<file path="src/rtl/truth_table_sweep.sv">
`default_nettype none
// ============================================================================
// Module   : truth_table_sweep
// Purpose  : Drives all 8 vectors into a 3-input circuit, captures its truth
//            table and compares it against an expected table. The optional
//            macro TRUTH_TABLE_SWEEP_SYNC_EN adds a 2-flop input synchronizer.
// Revision : 1.0 - initial release
// ============================================================================
module truth_table_sweep #(
    parameter int SETTLE_CYCLES = 4
) (
    input  logic       clk,
    input  logic       rst,
    input  logic       start,
    input  logic       abort,
    input  logic [7:0] expected_tt,
    input  logic       dut_out,
    output logic       dut_in1,
    output logic       dut_in2,
    output logic       dut_in3,
    output logic       busy,
    output logic       done,
    output logic [7:0] measured_tt,
    output logic [7:0] mismatch_mask,
    output logic [3:0] err_count,
    output logic       pass
);

`ifdef TRUTH_TABLE_SWEEP_SYNC_EN
    localparam int HOLD_CYCLES = SETTLE_CYCLES + 2;
`else
    localparam int HOLD_CYCLES = SETTLE_CYCLES;
`endif
    localparam int              CNT_W    = 9;
    localparam logic [CNT_W-1:0] CNT_LAST = CNT_W'(HOLD_CYCLES - 1);

    localparam logic [1:0] S_IDLE   = 2'd0;
    localparam logic [1:0] S_HOLD   = 2'd1;
    localparam logic [1:0] S_FINISH = 2'd2;

    logic [1:0]       state_q, state_d;
    logic [2:0]       idx_q, idx_d;
    logic [CNT_W-1:0] cnt_q, cnt_d;
    logic [7:0]       exp_q, exp_d;
    logic [7:0]       meas_q, meas_d;
    logic [7:0]       mask_q, mask_d;
    logic [3:0]       err_q, err_d;
    logic             pass_q, pass_d;
    logic             sample_w;

`ifdef TRUTH_TABLE_SWEEP_SYNC_EN
    logic [1:0] sync_q;

    always_ff @(posedge clk) begin
        if (rst) begin
            sync_q <= 2'b00;
        end else begin
            sync_q <= {sync_q[0], dut_out};
        end
    end

    assign sample_w = sync_q[1];
`else
    assign sample_w = dut_out;
`endif

    function automatic logic [3:0] popcount8(input logic [7:0] v);
        logic [3:0] r;
        r = 4'd0;
        for (int k = 0; k < 8; k++) begin
            r = r + {3'b000, v[k]};
        end
        return r;
    endfunction

    always_comb begin
        state_d = state_q;
        idx_d   = idx_q;
        cnt_d   = cnt_q;
        exp_d   = exp_q;
        meas_d  = meas_q;
        mask_d  = mask_q;
        err_d   = err_q;
        pass_d  = pass_q;
        case (state_q)
            S_IDLE: begin
                if (start && !abort) begin
                    state_d = S_HOLD;
                    idx_d   = 3'd0;
                    cnt_d   = '0;
                    exp_d   = expected_tt;
                    meas_d  = 8'h00;
                    mask_d  = 8'h00;
                    err_d   = 4'd0;
                    pass_d  = 1'b0;
                end
            end
            S_HOLD: begin
                if (abort) begin
                    state_d = S_IDLE;
                    idx_d   = 3'd0;
                    cnt_d   = '0;
                    mask_d  = 8'h00;
                    err_d   = 4'd0;
                    pass_d  = 1'b0;
                end else if (cnt_q == CNT_LAST) begin
                    meas_d[3'd7 - idx_q] = sample_w;
                    cnt_d = '0;
                    if (idx_q == 3'd7) begin
                        // Results are formed from the final capture so they
                        // are already valid during the done cycle.
                        state_d = S_FINISH;
                        mask_d  = meas_d ^ exp_q;
                        err_d   = popcount8(meas_d ^ exp_q);
                        pass_d  = ((meas_d ^ exp_q) == 8'h00);
                    end else begin
                        idx_d = idx_q + 3'd1;
                    end
                end else begin
                    cnt_d = cnt_q + 1'b1;
                end
            end
            S_FINISH: begin
                state_d = S_IDLE;
                idx_d   = 3'd0;
                cnt_d   = '0;
            end
            default: begin
                state_d = S_IDLE;
            end
        endcase
    end

    always_ff @(posedge clk) begin
        if (rst) begin
            state_q <= S_IDLE;
            idx_q   <= 3'd0;
            cnt_q   <= '0;
            exp_q   <= 8'h00;
            meas_q  <= 8'h00;
            mask_q  <= 8'h00;
            err_q   <= 4'd0;
            pass_q  <= 1'b0;
        end else begin
            state_q <= state_d;
            idx_q   <= idx_d;
            cnt_q   <= cnt_d;
            exp_q   <= exp_d;
            meas_q  <= meas_d;
            mask_q  <= mask_d;
            err_q   <= err_d;
            pass_q  <= pass_d;
        end
    end

    assign busy                        = (state_q == S_HOLD);
    assign done                        = (state_q == S_FINISH);
    assign {dut_in1, dut_in2, dut_in3} = busy ? idx_q : 3'b000;
    assign measured_tt                 = meas_q;
    assign mismatch_mask               = mask_q;
    assign err_count                   = err_q;
    assign pass                        = pass_q;

endmodule
`default_nettype wire

</file>
<file path="config.mk">
export PLATFORM = sky130hd
export DESIGN_NAME = truth_table_sweep
export DESIGN_NICKNAME = d
export VERILOG_FILES = /design/src/rtl/truth_table_sweep.sv
export SDC_FILE = /design/constraint.sdc
export NUM_CORES = 1
export LEC_CHECK = 0
export BUFFER_PORTS_ARGS = -buffer_cell sky130_fd_sc_hd__buf_2
export CORE_MARGIN = 1
export CORE_UTILIZATION = 25
export CTS_BUF_LIST = sky130_fd_sc_hd__clkbuf_2 sky130_fd_sc_hd__clkbuf_4 sky130_fd_sc_hd__clkbuf_8
export CTS_CLUSTER_SIZE = 16
export DETAILED_ROUTE_END_ITERATION = 12
export GPL_ROUTABILITY_DRIVEN = 0
export PLACE_DENSITY = 0.53
export SETUP_SLACK_MARGIN = 0.02
export SLEW_MARGIN = 25
export SYNTH_ARGS = -nofsm -noshare
export SYNTH_HDL_FRONTEND = slang
export SYNTH_SLANG_ARGS = --single-unit
</file>
<file path="constraint.sdc">
create_clock -name clk -period 6.75 [get_ports clk]
set_input_delay 0.3375 -clock clk [delete_from_list [all_inputs] [get_ports clk]]
set_output_delay 0.3375 -clock clk [all_outputs]
set_load 0.03 [all_outputs]
</file>
==> flow_metrics.py, run 1 <==
metrics = {
    "critical_path": {
        "ff2ff_path_depth": 15,
        "worstReg2RegStart": "idx_q[2]",
        "reg2reg_to": "err_count[1]",
        "cp_max_fo": 11,
        "crit_path_end_kind": "flop",
        "start_kind": "flop",
        "crit_type": "flop to flop",
        "cp_data_arrival_time_ns": 4.34,
        "worstPathRequired_ns": 6.98,
        "r2r_slack_ns": 2.64,
    },
    "sta": {
        "fmax_mhz": 244,
        "period_share_pct": 60.8,
        "rsz0062_at_grt": "false",
        "finalClockSkew_ns": 0.00662,
        "final-setup-viol-count": 0,
        "worst_pin_slew_ns": 0.695,
        "max_slew_margin_pct": 53.6,
        "tns_ns": 0,
        "fin_crit_ns": 4.11,
        "drv_slew": 0,
        "finalHoldViolCount": 0,
    },
    "clock_network": {
        "cts_sinks": 43,
        "ctsResizeCount": 0,
        "post-cts-setup-buffers": 0,
        "clk-insertion-delay-late_ns": 0.30,
        "cts_root_buffer": "clkbuf_8",
        "h-tree-depth": 2,
        "cts_buffer_depth": 2,
        "clk_transition_reported_paths_ns": 0.09,
        "cts_tree": "built",
        "hold_buffers": 0,
        "cts_made_buffers": 5,
    },
    "global_routing": {
        "grt_overflow_total": 0,
        "grt_max_degree": 37,
        "grt_pass1_wl_mm": 9.16,
        "first_global_vias": 1800,
        "grtUsageTotal_pct": 12.0,
        "grt_antenna_before_repair": 0,
    },
    "status": {
        "failed_checks": "design-rule violations",
        "status": "complete, but fails checks",
    },
    "pwr": {
        "ir_worst_vdd_uv": 72.9,
        "p_leak_uw": 0.00107,
        "powerDensity_nw_per_um2": 197,
    },
    "routing": {
        "first_pass_iters": 8,
        "drc": 2,
        "routed-wl-met2_mm": 2.24,
        "route.met3.wl_um": 244,
        "vias_per_cell": 4.61,
        "wl_mm": 5.40,
        "via_count": 1890,
        "first_iter_violations": 115,
        "top_layer": "met4",
        "drt-wirelength-per-cell_um": 13.2,
        "postRouteAntennaNets": 0,
        "wl_met1_mm": 2.81,
    },
    "floorplan": {
        "die_area_sq_um": 9610,
        "start_util_pct": 26.2,
        "die_y_um": 98.0,
        "die_w_um": 98.0,
        "num_rows": 34,
        "fp.coreArea_sq_um": 8810,
        "ios": 39,
    },
    "yosys": {
        "ys_ff_latch": 43,
        "synth.distinct_cells": 44,
        "synth_fp_nets": 294,
        "synth_xor_area_share_pct": 5.32,
        "synth-simple-area-share_pct": 26.3,
        "synthAdderAreaFrac_pct": 7.27,
        "synth_compound_gate_area_share_pct": 14.5,
        "async_flop_share_pct": 0,
        "syn_area_sq_um": 2310,
        "synthCells": 270,
        "yosys_warnings": 0,
        "synth_top_flop_cell": "dfxtp_1",
        "synth_edf_count": 0,
        "synth_mux_area_share_pct": 3.91,
        "syn_avg_cell_area_sq_um": 8.54,
        "synth_top_family_by_area": "simple AND/OR/NAND/NOR gates",
        "seq_area_frac_synth_pct": 37.3,
    },
    "layout": {
        "final_core_util_pct": 30.3,
        "n_fill_cell": 912,
        "diodes": 0,
        "finalNetCount": 325,
        "drive_gt1_share_pct": 19.5,
        "syn_to_final_growth_pct": 15.7,
    },
    "min_path": {
        "hp-class": "primary input to flop",
        "hold_end": "exp_q[2]",
        "min_from": "expected_tt[2]",
        "min_delay_path_depth": 3,
    },
    "flow_run": {
        "max_cap_viol_count": 0,
    },
    "placement": {
        "place_hpwl_mm": 3.98,
        "port-buffer-count": 38,
    },
}
==> worst max path at each step <==
stage | startpoint | end | slack (ns)
final | idx_q[2] | err_count[1] | 2.64
after global routing | idx_q[2] | err_count[2] | 2.30
after CTS | idx_q[2] | err_count[1] | 2.65
after detailed placement | idx_q[2] | err_count[1] | 2.72
after global placement | idx_q[2] | err_count[1] | 2.77
after floorplan | idx_q[2] | err_count[1] | 2.95
==> registers in the layout (all words and copies together), names as in the netlist <==
| name | cells |
|---|---|
| err_count | 4 |
| state_q | 2 |
| idx_q | 3 |
| exp_q | 8 |
| mismatch_mask | 8 |
| cnt_q | 9 |
| pass | 1 |
| measured_tt | 8 |
==> placed cells by master (no fill, tap or decap), types with 3 or more instances in the layout <==
cell type and n:
mux2i_1 9, and2_1 7, nand2_1 35, nand3_1 9, inv_1 9, ha_1 7
buf_2 38, nor2_1 27, a21oi_1 32, nand4_1 3, nor3b_1 3, xnor2_1 6
o21ai_0 13, nor3_1 7, fa_1 4, a22oi_1 3, xor2_1 8, or3_1 3
clkbuf_8 6, nand2b_1 5, dfxtp_1 43
==> kinds of logic after synthesis <==
group | after synthesis
fa+ha+maj | 11
compound gates | 56
mux | 9
simple gates | 113
flops | 43
xor+xnor | 14
buf+inv | 24
==> metrics by stage <==
stage / hold slack [ns] / worst slack, ns / power [uW] / std cells / instance area [sq um]
finish: 0.271 / 2.64 / 525 / 410 / 2670
global route: 0.265 / 2.30 / 548 / 410 / 2670
CTS: 0.266 / 2.65 / 532 / 410 / 2670
detailed placement: 0.443 / 2.72 / 319 / 402 / 2550
global placement: 0.445 / 2.77 / 319 / 402 / 2550
floorplan: 0.417 / 2.95 / 306 / 270 / 2310
==> power by group <==
part / switching (uW) / total, uW / internal [uW] / leakage [uW]
Sequential: 2.91 / 260 / 257 / 0.000347
Combinational: 33.9 / 53.0 / 19.1 / 0.000666
Clock: 92.4 / 212 / 120 / 0.0000612
==> Yosys cell counts (2+ instances only) <==
master	count	area share, %
xor2_1	8	3.0
fa_1	4	3.5
a21oi_1	32	6.9
buf_6	3	1.5
and2_1	7	1.9
mux2i_1	9	3.9
nor4b_2	2	1.3
dfxtp_1	43	37
o21ai_0	13	2.8
nand2b_1	5	1.4
nand2_1	35	5.7
buf_2	4	0.87
nor2_1	27	4.4
clkbuf_1	5	0.81
and3b_1	2	0.76
or3_1	3	0.81
nor3b_1	3	0.98
ha_1	7	3.8
inv_1	9	1.5
a22oi_1	3	0.98
xnor2_1	6	2.3
nor3_1	7	1.5
nand4_1	3	0.81
and3_1	2	0.54
nand3_1	9	2.0
==> layout make-up <==
| cell class | count | area, sq um | area share [%] |
|---|---|---|---|
| clock buffer | 6 | 82.6 | 3.10 |
| timing repair buffer | 38 | 190 | 7.13 |
| clock inverter | 2 | 35.0 | 1.31 |
| sequential | 43 | 861 | 32.3 |
| inverter | 10 | 42.5 | 1.59 |
| multi-input combinational | 203 | 1320 | 49.5 |
| tap | 108 | 135 | 5.07 |
==> worst max-delay path, stage by stage, from the launching register on <==
cell and delay (ns):
dfxtp_1 0.53, nor3b_1 0.40, mux2i_1 0.27, xor2_1 0.14, fa_1 0.56, inv_1 0.05, fa_1 0.48, inv_1 0.05
fa_1 0.50, inv_1 0.04, ha_1 0.18, inv_1 0.07, fa_1 0.41, nor3_1 0.19, a21oi_1 0.06, nor2_1 0.10
==> metal layers <==
| metal | track usage (%) | vias to the layer above |
|---|---|---|
| met5 | 0 | - |
| met4 | 5.24 | 0 |
| met3 | 2.79 | 6 |
| met2 | 17.1 | 41 |
| met1 | 17.2 | 861 |
| li1 | - | 982 |
No activity file was read; power rests on OpenSTA's default activity.
==> inputs of run 2 (changes only) <==
==> constraint.sdc (replaced) <==
create_clock -name clk -period 4.25 [get_ports clk]
set_input_delay 0.2125 -clock clk [delete_from_list [all_inputs] [get_ports clk]]
set_output_delay 0.2125 -clock clk [all_outputs]
set_load 0.03 [all_outputs]
==> flow_metrics.py, run 2 (synthesis gave the netlist of run 1 again) <==
metrics = {
    "status": {
        "status": "complete, but fails checks",
        "failed_checks": "design-rule violations",
    },
    "clock_network": {
        "clk-insertion-delay-late_ns": 0.30,
        "cts_sinks": 43,
        "cts_tree": "built",
        "cts_root_buffer": "clkbuf_8",
        "cts_made_buffers": 5,
        "clk_transition_reported_paths_ns": 0.09,
        "cts_buffer_depth": 2,
        "hold_buffers": 0,
        "h-tree-depth": 2,
    },
    "floorplan": {
        "die_y_um": 98.0,
        "num_rows": 34,
        "start_util_pct": 26.2,
        "fp.coreArea_sq_um": 8810,
        "die_area_sq_um": 9610,
        "die_w_um": 98.0,
        "ios": 39,
    },
    "routing": {
        "postRouteAntennaNets": 0,
        "via_count": 1903,
        "vias_per_cell": 4.62,
        "drt-wirelength-per-cell_um": 13.4,
        "first_pass_iters": 8,
        "first_iter_violations": 89,
        "drc": 2,
        "wl_mm": 5.51,
    },
    "sta": {
        "drv_slew": 0,
        "period_share_pct": 92.2,
        "finalHoldViolCount": 0,
        "worst_pin_slew_ns": 0.687,
        "fin_crit_ns": 3.92,
        "rsz0062_at_grt": "false",
        "finalClockSkew_ns": 0.00811,
        "fmax_mhz": 255,
        "max_slew_margin_pct": 54.2,
        "final-setup-viol-count": 0,
        "holdWs_ns": 0.144,
        "tns_ns": 0,
    },
    "layout": {
        "multiInputGateArea_sq_um": 1330,
        "mostFrequentLayoutCells": "42 x dfxtp_1, 38 x buf_2, 35 x nand2_1, 32 x a21oi_1, 27 x nor2_1",
        "syn_to_final_growth_pct": 15.5,
        "top_register": "cnt_q",
        "diodes": 0,
        "stdcell_count": 412,
        "finalNetCount": 327,
        "n_fill_cell": 948,
        "ff_latch_area_sq_um": 862,
        "drive_gt1_share_pct": 20.7,
        "largest_reg_flops": 9,
        "fin_area_sq_um": 2660,
        "final_common_cell": "dfxtp_1",
    },
    "pwr": {
        "pwr-share-comb_pct": 11.1,
        "p_int_uw": 560,
        "powerDensity_nw_per_um2": 288,
        "p_sw_uw": 208,
        "netSwitchingFraction_pct": 27.1,
        "power_uw": 768,
        "pwr-share-seq_pct": 53.7,
        "p_clk_share_pct": 35.2,
        "ir_worst_vdd_uv": 124,
        "p_leak_uw": 0.00107,
    },
    "global_routing": {
        "grt_max_degree": 37,
        "grtUsageTotal_pct": 12.5,
        "first_global_vias": 1950,
        "grt_antenna_before_repair": 0,
        "grt_overflow_total": 0,
        "grt_pass1_wl_mm": 9.59,
    },
    "critical_path": {
        "start_kind": "flop",
        "worstPathRequired_ns": 4.48,
        "crit_type": "flop to flop",
        "cp_data_arrival_time_ns": 4.15,
        "crit_path_end_kind": "flop",
        "cp_max_fo": 10,
    },
    "placement": {
        "dp_cells": 404,
        "port-buffer-count": 38,
        "place_hpwl_mm": 4.11,
        "placed_area_sq_um": 2560,
    },
    "flow_run": {
        "max_cap_viol_count": 0,
    },
    "min_path": {
        "hp-class": "primary input to flop",
    },
}
[run 2: critical path: stages, from the launching register on]
cell and delay (ns):
dfxtp_1 0.33, buf_4 0.15, nand2_1 0.05, nor2_1 0.20, mux2i_1 0.31, xor2_2 0.15, fa_1 0.52, inv_1 0.05
fa_1 0.47, inv_1 0.05, fa_1 0.50, inv_1 0.05, ha_1 0.18, inv_1 0.07, fa_1 0.41, nor3_1 0.19
a21oi_1 0.06, nor2_1 0.11
[run 2: final cells by class]
cell class / instances / share of cell area (%)
Clock buffer: 6 / 2.87
Clock inverter: 2 / 0.470
Inverter: 10 / 1.60
Multi-Input combinational cell: 203 / 49.9
Sequential cell: 43 / 32.4
Tap cell: 108 / 5.08
Timing Repair Buffer: 40 / 7.71
[run 2: per-stage QoR]
step                util, %  setup WS (ns)
detailed placement     29.1          0.274
finish                 30.2          0.332
floorplan                 -          0.454
global route           30.2         0.0468
CTS                    30.1          0.238
global placement       29.1          0.374
[run 2: what timing repair did]
action | in CTS | in global routing
setup buffers | 0 | 0
resized for setup | 0 | 2
setup endpoints to repair | 0 | 2
[run 2: routing by layer]
layer	up-vias	wire [um]	share of wire, %	track usage (%)
met5	-	0	0	0
met4	0	73	1.3	4.78
met3	4	281	5.1	2.86
met2	39	2290	42	19.1
met1	877	2870	52	17.1
li1	983	-	-	-
[run 2: worst paths after layout]
kind,start,end,slack (ns),depth (start not counted)
max,idx_q[2],err_count[1],0.33,17
min,expected_tt[4],exp_q[4],0.14,3
max reg2reg,idx_q[2],err_count[1],0.33,17
min reg2reg,pass,pass,0.45,2
[run 2: power by group through the flow]
stage          clock (uW)  combinational [uW]  sequential [uW]
6_report              270                84.9              413
3_3_place_gp            0                84.9              422
4_1_cts               282                86.3              413
3_5_place_dp            0                86.0              422
2_1_floorplan           0                65.0              421
5_1_grt               295                97.1              414
